### config.mk
export PLATFORM = sky130hd
export DESIGN_NAME = atmega_pwm_capture
export DESIGN_NICKNAME = d
export VERILOG_FILES = /design/src/rtl/atmega_cap_pkg.sv /design/src/rtl/cap_input_cond.sv /design/src/rtl/atmega_pwm_capture.sv
export SDC_FILE = /design/constraint.sdc
export NUM_CORES = 1
export LEC_CHECK = 0
export BUFFER_PORTS_ARGS = -buffer_cell sky130_fd_sc_hd__buf_2
export CORE_ASPECT_RATIO = 2
export CORE_MARGIN = 2
export CORE_UTILIZATION = 54
export CTS_CLUSTER_DIAMETER = 80
export DETAILED_ROUTE_END_ITERATION = 8
export GPL_ROUTABILITY_DRIVEN = 0
export GPL_TIMING_DRIVEN = 0
export HOLD_SLACK_MARGIN = 0.15
export PLACE_DENSITY = 0.85
export SKIP_CTS_REPAIR_TIMING = 1
export SLEW_MARGIN = 40
export SYNTH_ARGS = -nofsm -noshare
export SYNTH_HDL_FRONTEND = slang
export SYNTH_HIERARCHICAL = 1
export SYNTH_SLANG_ARGS = --single-unit
### constraint.sdc
create_clock -name clk -period 2.6 [get_ports clk]
set_clock_uncertainty 0.1 [all_clocks]
set_input_delay 0.39 -clock clk [delete_from_list [all_inputs] [get_ports clk]]
set_output_delay 0.39 -clock clk [all_outputs]
set_load 0.01 [all_outputs]
### src/rtl/atmega_cap_pkg.sv
// atmega_pwm_capture shared definitions: prescaler selects,
// register bit positions, capture FSM states, tick selection.
package atmega_cap_pkg;

  localparam logic [2:0] CS_STOP    = 3'd0;
  localparam logic [2:0] CS_CLK1    = 3'd1;
  localparam logic [2:0] CS_CLK8    = 3'd2;
  localparam logic [2:0] CS_CLK64   = 3'd3;
  localparam logic [2:0] CS_CLK256  = 3'd4;
  localparam logic [2:0] CS_CLK1024 = 3'd5;

  localparam int CTRL_NC  = 3;
  localparam int CTRL_INV = 4;
  localparam int CTRL_EN  = 7;

  localparam int STAT_CAPF = 0;
  localparam int STAT_OVF  = 1;
  localparam int STAT_BUSY = 2;

  localparam int MSK_CAPIE = 0;
  localparam int MSK_OVFIE = 1;

  typedef enum logic [1:0] {
    WAIT = 2'd0,
    HIGH = 2'd1,
    LOW  = 2'd2
  } cap_state_t;

  function automatic logic cs_valid(
    input logic [2:0] cs
  );
    return (cs >= CS_CLK1) && (cs <= CS_CLK1024);
  endfunction

  function automatic logic sel_tick(
    input logic [2:0] cs,
    input logic       c8,
    input logic       c64,
    input logic       c256,
    input logic       c1024
  );
    logic t;
    t = 1'b0;
    case (cs)
      CS_CLK1:    t = 1'b1;
      CS_CLK8:    t = c8;
      CS_CLK64:   t = c64;
      CS_CLK256:  t = c256;
      CS_CLK1024: t = c1024;
      default:    t = 1'b0;
    endcase
    return t;
  endfunction

endpackage

### src/rtl/cap_input_cond.sv
// Input conditioning: 2-flop sync, optional invert, 4-sample filter.
// Ports: clk/rst, icp raw input, inv/nc controls; level, rise, fall out.
module cap_input_cond
  import atmega_cap_pkg::*;
(
  input  logic clk,
  input  logic rst,
  input  logic icp,
  input  logic inv,
  input  logic nc,
  output logic level,
  output logic rise,
  output logic fall
);

  logic       s1;
  logic       s2;
  logic       smp;
  logic [2:0] hist;
  logic       stable;
  logic       nxt;

  assign smp = s2 ^ inv;

  // With the filter on, the level moves only once the current
  // sample and the three before it all agree.
  assign stable = nc ? (hist == {3{smp}}) : 1'b1;
  assign nxt    = stable ? smp : level;

  // Strobes fire in the cycle before level updates so the
  // FSM registers the edge on the same clock as level.
  assign rise = nxt & ~level;
  assign fall = ~nxt & level;

  always_ff @(posedge clk) begin
    if (rst) begin
      s1    <= 1'b0;
      s2    <= 1'b0;
      hist  <= '0;
      level <= 1'b0;
    end else begin
      s1    <= icp;
      s2    <= s1;
      hist  <= {hist[1:0], smp};
      level <= nxt;
    end
  end

endmodule

### src/rtl/atmega_pwm_capture.sv
// Pulse-width/period capture with AVR-style TEMP 16-bit reads.
// Ports: clk/rst, prescaler strobes, 8-bit bus, icp, two int handshakes.
module atmega_pwm_capture
  import atmega_cap_pkg::*;
#(
  parameter int BUS_ADDR_DATA_LEN = 8,
  parameter logic [BUS_ADDR_DATA_LEN-1:0] CTRL_ADDR  = 'hA0,
  parameter logic [BUS_ADDR_DATA_LEN-1:0] STAT_ADDR  = 'hA1,
  parameter logic [BUS_ADDR_DATA_LEN-1:0] MSK_ADDR   = 'hA2,
  parameter logic [BUS_ADDR_DATA_LEN-1:0] PERL_ADDR  = 'hA4,
  parameter logic [BUS_ADDR_DATA_LEN-1:0] PERH_ADDR  = 'hA5,
  parameter logic [BUS_ADDR_DATA_LEN-1:0] HIGHL_ADDR = 'hA6,
  parameter logic [BUS_ADDR_DATA_LEN-1:0] HIGHH_ADDR = 'hA7
) (
  input  logic                         clk,
  input  logic                         rst,
  input  logic                         clk8,
  input  logic                         clk64,
  input  logic                         clk256,
  input  logic                         clk1024,
  input  logic [BUS_ADDR_DATA_LEN-1:0] addr_dat,
  input  logic                         wr_dat,
  input  logic                         rd_dat,
  input  logic [7:0]                   bus_dat_in,
  output logic [7:0]                   bus_dat_out,
  input  logic                         icp,
  output logic                         cap_int,
  input  logic                         cap_int_rst,
  output logic                         ovf_int,
  input  logic                         ovf_int_rst
);

  logic [7:0]  ctrl;
  logic [7:0]  msk;
  logic [7:0]  temp;
  logic [15:0] cnt;
  logic [15:0] shadow;
  logic [15:0] per;
  logic [15:0] highr;
  logic        capf;
  logic        ovff;
  cap_state_t  state;

  logic        level;
  logic        rise;
  logic        fall;
  logic        unused_level;

  logic        sel_ctrl;
  logic        sel_stat;
  logic        sel_msk;
  logic        sel_perl;
  logic        sel_perh;
  logic        sel_highl;
  logic        sel_highh;
  logic        ctrl_wr;
  logic        stat_wr;
  logic        run;
  logic        tick;
  logic        busy;
  logic        ovf_hit;
  logic [15:0] cnt_inc;
  logic [7:0]  stat;

  cap_input_cond u_cond (
    .clk   (clk),
    .rst   (rst),
    .icp   (icp),
    .inv   (ctrl[CTRL_INV]),
    .nc    (ctrl[CTRL_NC]),
    .level (level),
    .rise  (rise),
    .fall  (fall)
  );

  // FSM is edge driven; the level itself is not needed here.
  assign unused_level = level;

  assign sel_ctrl  = (addr_dat == CTRL_ADDR);
  assign sel_stat  = (addr_dat == STAT_ADDR);
  assign sel_msk   = (addr_dat == MSK_ADDR);
  assign sel_perl  = (addr_dat == PERL_ADDR);
  assign sel_perh  = (addr_dat == PERH_ADDR);
  assign sel_highl = (addr_dat == HIGHL_ADDR);
  assign sel_highh = (addr_dat == HIGHH_ADDR);

  assign ctrl_wr = wr_dat & sel_ctrl;
  assign stat_wr = wr_dat & sel_stat;

  assign run  = ctrl[CTRL_EN] & cs_valid(ctrl[2:0]);
  assign tick = sel_tick(ctrl[2:0], clk8, clk64,
                         clk256, clk1024);
  assign busy = (state != WAIT);

  // An edge arriving together with a tick is counted, so the
  // captured value is the tick count over the whole interval.
  assign cnt_inc = cnt + {15'd0, tick};
  assign ovf_hit = tick & (cnt == 16'hFFFF);

  assign stat = {5'd0, busy, ovff, capf};

  always_comb begin
    bus_dat_out = '0;
    if (rd_dat) begin
      unique case (1'b1)
        sel_ctrl:  bus_dat_out = ctrl;
        sel_stat:  bus_dat_out = stat;
        sel_msk:   bus_dat_out = msk;
        sel_perl:  bus_dat_out = per[7:0];
        sel_perh:  bus_dat_out = temp;
        sel_highl: bus_dat_out = highr[7:0];
        sel_highh: bus_dat_out = temp;
        default:   bus_dat_out = '0;
      endcase
    end
  end

  always_ff @(posedge clk) begin
    if (rst) begin
      ctrl    <= '0;
      msk     <= '0;
      temp    <= '0;
      cnt     <= '0;
      shadow  <= '0;
      per     <= '0;
      highr   <= '0;
      capf    <= 1'b0;
      ovff    <= 1'b0;
      cap_int <= 1'b0;
      ovf_int <= 1'b0;
      state   <= WAIT;
    end else begin
      cap_int <= capf & msk[MSK_CAPIE];
      ovf_int <= ovff & msk[MSK_OVFIE];

      if (ctrl_wr)
        ctrl <= bus_dat_in;
      if (wr_dat & sel_msk)
        msk <= bus_dat_in;

      // TEMP takes the pre-capture high byte on an L read.
      if (rd_dat & sel_perl)
        temp <= per[15:8];
      else if (rd_dat & sel_highl)
        temp <= highr[15:8];

      // Clears first; the FSM sets below override them.
      if (cap_int_rst | (stat_wr & bus_dat_in[STAT_CAPF]))
        capf <= 1'b0;
      if (ovf_int_rst | (stat_wr & bus_dat_in[STAT_OVF]))
        ovff <= 1'b0;

      if (!run || ctrl_wr) begin
        state <= WAIT;
        cnt   <= '0;
      end else if (busy && ovf_hit) begin
        ovff  <= 1'b1;
        cnt   <= '0;
        state <= WAIT;
      end else begin
        unique case (state)
          WAIT: begin
            if (rise) begin
              cnt   <= '0;
              state <= HIGH;
            end
          end
          HIGH: begin
            cnt <= cnt_inc;
            if (fall) begin
              shadow <= cnt_inc;
              state  <= LOW;
            end
          end
          LOW: begin
            if (rise) begin
              per   <= cnt_inc;
              highr <= shadow;
              capf  <= 1'b1;
              cnt   <= '0;
              state <= HIGH;
            end else begin
              cnt <= cnt_inc;
            end
          end
          default: state <= WAIT;
        endcase
      end
    end
  end

endmodule

==> results of run 1 <==
[state kept, by name, indices dropped and copies added, names as in the netlist]
| register | count |
|---|---|
| shadow | 16 |
| capf | 1 |
| u_cond/level | 1 |
| u_cond/hist | 3 |
| temp | 8 |
| per | 16 |
| ctrl | 8 |
| highr | 16 |
| cnt | 16 |
| cap_int | 1 |
| u_cond/s2 | 1 |
| state | 2 |
| ovff | 1 |
| u_cond/s1 | 1 |
| msk | 8 |
| ovf_int | 1 |
[kinds of logic (layout without fill, tap and decap cells)]
logic type	Yosys count	in the layout	synth area share [%]
flops	100	100	41.9
xor+xnor	14	14	2.57
buf+inv	46	112	4.51
mux	50	50	10.5
fa+ha+maj	8	8	2.10
compound gates	102	102	14.5
simple gates	224	224	23.9
[layout make-up]
| class | count | area (um^2) | area share [%] |
|---|---|---|---|
| tap | 100 | 125 | 2.18 |
| inverter | 11 | 43.8 | 0.761 |
| timing repair buffer | 51 | 303 | 5.26 |
| sequential | 100 | 2010 | 35.0 |
| clock inverter | 6 | 63.8 | 1.11 |
| buffer | 34 | 178 | 3.09 |
| multi-input combinational | 398 | 2790 | 48.5 |
| clock buffer | 10 | 239 | 4.15 |
[layer usage]
metal | up-vias | track usage [%]
li1 | 2069 | -
met1 | 2115 | 23.7
met5 | - | 0
met3 | 76 | 5.89
met4 | 0 | 23.9
met2 | 200 | 51.7
[power by group through the flow]
stage	clock network [W]	logic [W]	registers (W)
global route	0.00142	0.000120	0.00153
global placement	0	0.0000984	0.00157
detailed placement	0	0.000101	0.00157
floorplan	0	0.0000533	0.00157
finish	0.00137	0.000112	0.00153
CTS	0.00137	0.000102	0.00154
[cell usage in the layout (no fill, tap or decap), types with 7 or more instances in the layout]
cell | Yosys | layout
a222oi_1 | 7 | 7
nor2_1 | 30 | 26
a22oi_1 | 13 | 12
a21oi_1 | 42 | 41
clkbuf_16 | 0 | 9
nor2b_1 | 11 | 10
nand2_1 | 101 | 101
buf_4 | 3 | 17
clkbuf_1 | 22 | 17
buf_2 | 7 | 42
nand3_1 | 32 | 31
dfxtp_1 | 100 | 96
mux2i_1 | 49 | 48
inv_1 | 11 | 9
o21ai_0 | 15 | 13
a311oi_1 | 8 | 8
[stage by stage]
stage	area, um^2	power, W	hold WS, ns	setup TNS (ns)	setup slack (ns)
final	5750	0.00302	0.152	-1.30	-0.247
after global routing	5750	0.00307	0.160	-3.69	-0.300
after CTS	5390	0.00300	0.156	-12.58	-0.496
after detailed placement	5090	0.00167	0.328	-10.69	-0.456
after global placement	5090	0.00167	0.323	-8.73	-0.432
after floorplan	4790	0.00162	0.314	0	0.0113
[cell usage after synthesis (all sizes together), types with 7 or more instances]
cell	number
a21oi	42
a222oi	7
a22oi	13
a311oi	8
buf	13
clkbuf	22
dfxtp	100
ha	8
inv	11
mux2i	49
nand2	101
nand3	33
nand4	8
nor2	30
nor2b	11
o21ai	15
xnor2	7
xor2	7
[how the worst max path moves through the flow]
stage / depth (start not counted) / endpoint / start
after floorplan: 9 / cnt[13] / ctrl[1]
after global placement: 10 / cnt[7] / ctrl[4]
after detailed placement: 10 / cnt[13] / ctrl[1]
after CTS: 11 / shadow[14] / ctrl[1]
after global routing: 10 / cnt[13] / ctrl[2]
final: 10 / cnt[13] / ctrl[2]
==> flow_metrics.env, run 1 <==
export IMPL_synth_area_leaders="dfxtp_1 42%, mux2i_1 10%, nand2_1 7.9%"
export IMPL_hold_viol=0
export IMPL_fp_coreArea_um2=8590
export IMPL_synthFlopType="dfxtp_1"
export IMPL_wl_met3_um=635
export IMPL_critPathBufInv=1
export IMPL_pwr_density_cell_nw_per_um2=525
export IMPL_fin_crit_sh_pct=109
export IMPL_grt_max_degree=17
export IMPL_cpMostUsedCell="ha_4"
export IMPL_clock_path_buffers=2
export IMPL_die_area_um2=9660
export IMPL_reg2reg_depth=10
export IMPL_initial_core_util_pct=55.6
export IMPL_min_path_type="in2reg"
export IMPL_worstMarginPinSlew_ns=0.690
export IMPL_dp_hpwl_um=9620
export IMPL_comb_power_share_pct=3.7
export IMPL_std_cell_rows=48
export IMPL_cts_tree="done"
export IMPL_leakage_nw=2.30
export IMPL_yosysTopAreaCell="dfxtp_1"
export IMPL_synthArstFlopShare_pct=0
export IMPL_ys_seq_elements=100
export IMPL_max_stage_delay_ns=0.66
export IMPL_fin_cells=710
export IMPL_yosys_cell_types_count=54
export IMPL_top_layer="met4"
export IMPL_routed_wl_um=13700
export IMPL_met1_length_um=4520
export IMPL_dieWidth_um=70.5
export IMPL_netSwitchingPower_w=0.000679
export IMPL_crit_path_cell_trace="inv_4 > ha_4 > nand2_1 > a21oi_2 > or3_4 > ha_4 > nand4_1 > or4_4 > or3_1 > a21oi_1"
export IMPL_clock_latency_ns=0.36
export IMPL_htree_levels=3
export IMPL_path_delay_family="simple AND/OR/NAND/NOR gates"
export IMPL_fin_crit_ns=2.85
export IMPL_seq_power_share_pct=50.8
export IMPL_netlist_area_um2=4770
export IMPL_clkPwrFrac_pct=45.4
export IMPL_nets=640
export IMPL_failed_checks="negative setup slack"
export IMPL_finalMaxSlewViolations=0
export IMPL_yosys_warnings=6
export IMPL_rr_endpoint="cnt[13]"
export IMPL_grt_pass1_wl_um=20500
export IMPL_fill_cells=604
export IMPL_drt_iter0_drc=307
export IMPL_setup_viol=15
export IMPL_fin_util_pct=67.0
export IMPL_grt_setup_unrepaired="true"
export IMPL_numCtsBuffers=9
export IMPL_critPathCaptureType="register"
export IMPL_post_route_drc_count=0
export IMPL_relSlewSlack_pct=54.0
export IMPL_vias_per_cell=6.28
export IMPL_worst_slack_ns=-0.247
export IMPL_r2r_start="ctrl[2]"
export IMPL_place_inst=679
export IMPL_status="finished, violations left"
export IMPL_via_count=4460
export IMPL_min_to="u_cond/s1"
export IMPL_wl_met2_um=7470
export IMPL_max_cap_violations=0
export IMPL_clkTransAtPathRegs_ns=0.07
export IMPL_syn_inst=544
export IMPL_yosysSeqAreaShare_pct=41.9
export IMPL_worst_ep_required_time_ns=2.78
export IMPL_rrSetupSlack_ns=-0.25
export IMPL_cts_sinks=100
export IMPL_slowest_stage="or4_4"
export IMPL_irDropWorstVdd_v=0.000406
export IMPL_numPortBuffers=35
export IMPL_grt_pass1_vias=4354
export IMPL_antenna_cells=0
export IMPL_overflow=0
export IMPL_synth_edf_count=0
export IMPL_swShare_pct=22.5
export IMPL_synth_area_per_cell_um2=8.78
export IMPL_min_from="icp"
export IMPL_holdPathStages=2
export IMPL_drive_gt1_share_pct=21.0
export IMPL_wl_per_cell_um=19.3
export IMPL_antenna_found_initial=0
export IMPL_grt_total_usage_pct=27.6
export IMPL_path_class="reg2reg"
export IMPL_drtPass1Iterations=5
export IMPL_drtAntennaViolNets=0
export IMPL_clockRootBuffer="clkbuf_16"
export IMPL_crit_arrival_ns=3.03
export IMPL_die_y_um=137
export IMPL_area_delta_synth_final_pct=20.5
export IMPL_num_io_pins=37
export IMPL_crit_fanout=5
export IMPL_max_freq_ghz=0.351
export IMPL_startpoint_type="register"
export IMPL_intPower_w=0.00234
export IMPL_synth_nets=579
export IMPL_synth_top_cell_area_share_pct=41.9
(Power assumes the default switching activity.)
==> run 2: changes to the inputs <==
SKIP_LAST_GASP = 1   (was unset)
SLEW_MARGIN = unset   (was 40)
==> run 2 against run 1 <==
The flow still finishes with violations (negative setup slack); design area fell by 0.13%; critical path depth did not move; die area is the same; non-clock buffer count did not move; cell count unchanged; setup slack worse by 0.010 ns; routed wire length rose by 0.24%; utilization is 0.087 points lower; largest cell class unchanged; largest power group unchanged; highest routed layer unchanged.
==> flow_metrics.env, run 2 (synthesis gave the netlist of run 1 again) <==
export IMPL_status="finished, violations left"
export IMPL_failed_checks="negative setup slack"
export IMPL_antenna_cells=0
export IMPL_irDropWorstVdd_v=0.000404
export IMPL_drtAntennaViolNets=0
export IMPL_via_count=4452
export IMPL_num_io_pins=37
export IMPL_drtPass1Iterations=8
export IMPL_grt_total_usage_pct=27.6
export IMPL_htree_levels=3
export IMPL_cts_sinks=100
export IMPL_multi_input_area_um2=2780
export IMPL_nets=640
export IMPL_numPortBuffers=35
export IMPL_post_route_drc_count=0
export IMPL_finalMaxSlewViolations=0
export IMPL_worst_ep_required_time_ns=2.78
export IMPL_pwr_density_cell_nw_per_um2=525
export IMPL_cts_tree="done"
export IMPL_antenna_found_initial=0
export IMPL_clock_path_buffers=2
export IMPL_initial_core_util_pct=55.6
export IMPL_drive_gt1_share_pct=20.8
export IMPL_fin_crit_sh_pct=110
export IMPL_worst_slack_ns=-0.257
export IMPL_clock_latency_ns=0.36
export IMPL_std_cell_rows=48
export IMPL_grt_setup_unrepaired="true"
export IMPL_crit_fanout=5
export IMPL_layout_commonest_cell="nand2_1"
export IMPL_numCtsBuffers=9
export IMPL_worstMarginPinSlew_ns=0.706
export IMPL_area_delta_synth_final_pct=20.3
export IMPL_r2r_start="ctrl[2]"
export IMPL_vias_per_cell=6.27
export IMPL_fin_crit_ns=2.86
export IMPL_die_y_um=137
export IMPL_clkTransAtPathRegs_ns=0.07
export IMPL_critPathCaptureType="register"
export IMPL_wl_per_cell_um=19.4
export IMPL_setup_viol=16
export IMPL_min_from="icp"
export IMPL_max_freq_ghz=0.350
export IMPL_hold_viol=0
export IMPL_clockRootBuffer="clkbuf_16"
export IMPL_crit_arrival_ns=3.04
export IMPL_dieWidth_um=70.5
export IMPL_routed_wl_um=13800
export IMPL_startpoint_type="register"
export IMPL_fill_cells=610
export IMPL_fin_cells=710
export IMPL_regArea_um2=2010
export IMPL_max_cap_violations=0
export IMPL_path_class="reg2reg"
export IMPL_dp_hpwl_um=9620
export IMPL_grt_pass1_wl_um=20500
export IMPL_crit_path_start="ctrl[2]"
export IMPL_drt_iter0_drc=341
export IMPL_place_inst=679
export IMPL_grt_max_degree=17
export IMPL_relSlewSlack_pct=52.9
export IMPL_grt_pass1_vias=4354
export IMPL_die_area_um2=9660
export IMPL_fp_coreArea_um2=8590
export IMPL_layout_common_cells="101 x nand2_1, 96 x dfxtp_1, 48 x mux2i_1"
export IMPL_holdWs_ns=0.152
export IMPL_min_path_type="in2reg"
export IMPL_overflow=0
export IMPL_leakage_nw=2.30
export IMPL_fin_util_pct=66.9
-- run 2: layout make-up --
cell class,count,share of cell area [%]
flip-flops and latches,100,35.0
repair buffers,51,5.27
clock buffers,10,4.16
clock inverters,6,1.11
multi-input cells,398,48.4
plain buffers,34,3.05
inverters,11,0.762
well taps,100,2.18
-- run 2: per-layer routing --
layer / track usage (%) / vias to the layer above / part of all wire [%]
met5: 0 / - / 0
met3: 5.89 / 68 / 4.3
met2: 51.7 / 190 / 55
met1: 23.7 / 2131 / 33
li1: - / 2063 / -
met4: 23.9 / 0 / 7.5
-- run 2: per-stage QoR --
| stage | TNS (ns) | setup slack (ns) | instance area [um^2] | total power (W) |
|---|---|---|---|---|
| finish | -1.29 | -0.257 | 5740 | 0.00302 |
| global route | -3.65 | -0.301 | 5740 | 0.00307 |
| CTS | -12.58 | -0.496 | 5390 | 0.00300 |
| detailed placement | -10.69 | -0.456 | 5090 | 0.00167 |
| global placement | -8.73 | -0.432 | 5090 | 0.00167 |
| floorplan | 0 | 0.0113 | 4790 | 0.00162 |
-- run 2: path summary, 6_finish.rpt --
check              endpoint  slack, ns  depth (start not counted)
setup / recovery    cnt[13]      -0.26                         10
hold / removal    u_cond/s1       0.15                          2
setup reg to reg    cnt[13]      -0.26                         10
hold reg to reg   u_cond/s2       0.34                          1
-- run 2: worst max-delay path: stages (launching register included) --
cell and delay [ns]:
dfxtp_4 0.38, inv_4 0.04, ha_4 0.26, nand2_1 0.08, a21oi_2 0.19, or3_4 0.17, ha_4 0.14, nand4_1 0.30
or4_4 0.67, or3_1 0.32, a21oi_1 0.12
-- run 2: power by group --
part / switching [W] / total, W / internal [W]
Combinational: 0.0000757 / 0.000112 / 0.0000366
Clock: 0.000598 / 0.00137 / 0.000770
Sequential: 0.00000265 / 0.00153 / 0.00153
Total: 0.000677 / 0.00302 / 0.00234
==> run 3: changes to the inputs <==
CELL_PAD_IN_SITES_DETAIL_PLACEMENT = 1   (was unset)
CELL_PAD_IN_SITES_GLOBAL_PLACEMENT = 1   (was unset)
CORE_UTILIZATION = 41   (was 54)
PLACE_DENSITY = 0.84   (was 0.85)
==> run 3 against run 2 <==
Critical path depth stayed put; total power fell by 3.9%; flip-flop and latch count is the same; critical path type unchanged; the flow still finishes with violations (negative setup slack); cell count increased by 5.9%.
==> flow_metrics.env, run 3 (synthesis gave the netlist of run 1 again) <==
export IMPL_num_io_pins=37
export IMPL_clockRootBuffer="clkbuf_16"
export IMPL_holdPathStages=2
export IMPL_max_cap_violations=0
export IMPL_area_delta_synth_final_pct=20.2
export IMPL_numPortBuffers=35
export IMPL_dp_hpwl_um=11400
export IMPL_dieWidth_um=80.3
export IMPL_clock_latency_ns=0.35
export IMPL_fin_util_pct=50.6
export IMPL_grt_pass1_wl_um=23900
export IMPL_crit_arrival_ns=2.81
export IMPL_failed_checks="negative setup slack"
export IMPL_worst_slack_ns=-0.0293
export IMPL_worstMarginPinSlew_ns=0.701
export IMPL_leakage_nw=2.24
export IMPL_setup_viol=2
export IMPL_irDropWorstVdd_v=0.000481
export IMPL_std_cell_rows=55
export IMPL_slowest_stage="or4_4"
export IMPL_worst_ep_required_time_ns=2.78
export IMPL_clock_path_buffers=2
export IMPL_numCtsBuffers=9
export IMPL_max_stage_delay_ns=0.44
export IMPL_post_route_drc_count=0
export IMPL_stdcell_area_um2=5740
export IMPL_reg2reg_depth=10
export IMPL_finalMaxSlewViolations=0
export IMPL_crit_fanout=4
export IMPL_fin_crit_ns=2.63
export IMPL_drive_gt1_share_pct=20.5
export IMPL_nets=641
export IMPL_antenna_found_initial=0
export IMPL_fin_crit_sh_pct=101
export IMPL_layout_common_cells="101 x nand2_1, 96 x dfxtp_1, 49 x mux2i_1"
export IMPL_routed_wl_um=16000
export IMPL_relSlewSlack_pct=53.1
export IMPL_startpoint_type="register"
export IMPL_max_freq_ghz=0.380
export IMPL_drtAntennaViolNets=0
export IMPL_wl_per_cell_um=21.3
export IMPL_initial_core_util_pct=42.0
export IMPL_htree_levels=3
export IMPL_vias_per_cell=5.85
export IMPL_drt_iter0_drc=147
export IMPL_grt_pass1_vias=4717
export IMPL_crit_path_cell_trace="inv_2 > ha_4 > nor4b_4 > or3_4 > ha_4 > nand4_1 > buf_6 > or4_4 > or3_1 > a21oi_2"
export IMPL_status="finished, violations left"
export IMPL_antenna_cells=0
export IMPL_grt_setup_unrepaired="true"
export IMPL_grt_total_usage_pct=25.1
export IMPL_fp_coreArea_um2=11400
export IMPL_via_count=4402
export IMPL_grt_max_degree=17
export IMPL_die_y_um=157
export IMPL_layout_commonest_cell="nand2_1"
export IMPL_cpMostUsedCell="ha_4"
export IMPL_hold_viol=0
export IMPL_min_path_type="in2reg"
export IMPL_place_area_um2=5140
export IMPL_cts_tree="done"
export IMPL_critPathCaptureType="register"
export IMPL_cts_sinks=100
export IMPL_path_class="reg2reg"
export IMPL_pwr_density_cell_nw_per_um2=505
export IMPL_drtPass1Iterations=5
export IMPL_die_area_um2=12600
export IMPL_overflow=0
export IMPL_clkTransAtPathRegs_ns=0.07
## run 3: per-layer routing
metal  wire, um  track usage [%]
met1       5230             21.3
met5          0                0
met4       1140             17.6
met3        511             5.31
met2       9110             48.9
## run 3: final timing paths
| check | to | startpoint | slack [ns] |
|---|---|---|---|
| hold / removal | u_cond/s1 | icp | 0.17 |
| setup / recovery | cnt[13] | ctrl[1] | -0.03 |
| hold reg to reg | u_cond/s2 | u_cond/s1 | 0.35 |
| setup reg to reg | cnt[13] | ctrl[1] | -0.03 |
## run 3: cell type report
cell class / instances / area [um^2]
fill: 1342 / 5610
multi-input combinational: 399 / 2760
sequential: 100 / 2010
timing repair buffer: 51 / 299
clock buffer: 10 / 229
buffer: 34 / 180
tap: 142 / 178
inverter: 11 / 43.8
clock inverter: 5 / 37.5
## run 3: worst max-delay path: cells and delay by family (launching register included)
family | cells | cell delay, ns
adder cells (fa/ha/maj) | 2 | 0.42
AO/OA/AOI/OAI | 1 | 0.12
AND/OR/NAND/NOR | 5 | 1.32
flip-flops | 1 | 0.37
buffers and inverters | 2 | 0.23
## run 3: metrics by stage
step / setup TNS, ns / power (W) / std cells / hold WS [ns] / setup WS [ns]
2_1_floorplan: 0 / 0.00162 / 544 / 0.314 / 0.0113
3_3_place_gp: -11.49 / 0.00167 / 721 / 0.320 / -0.581
3_5_place_dp: -15.98 / 0.00168 / 721 / 0.334 / -0.710
4_1_cts: -18.04 / 0.00290 / 736 / 0.160 / -0.784
5_1_grt: -1.41 / 0.00299 / 752 / 0.199 / -0.125
6_report: -0.0523 / 0.00290 / 752 / 0.168 / -0.0293
## run 3: power by group
part           total [W]  switching, W  internal [W]
Sequential       0.00153    0.00000268       0.00153
Clock            0.00125      0.000599      0.000649
Combinational   0.000116     0.0000794     0.0000367
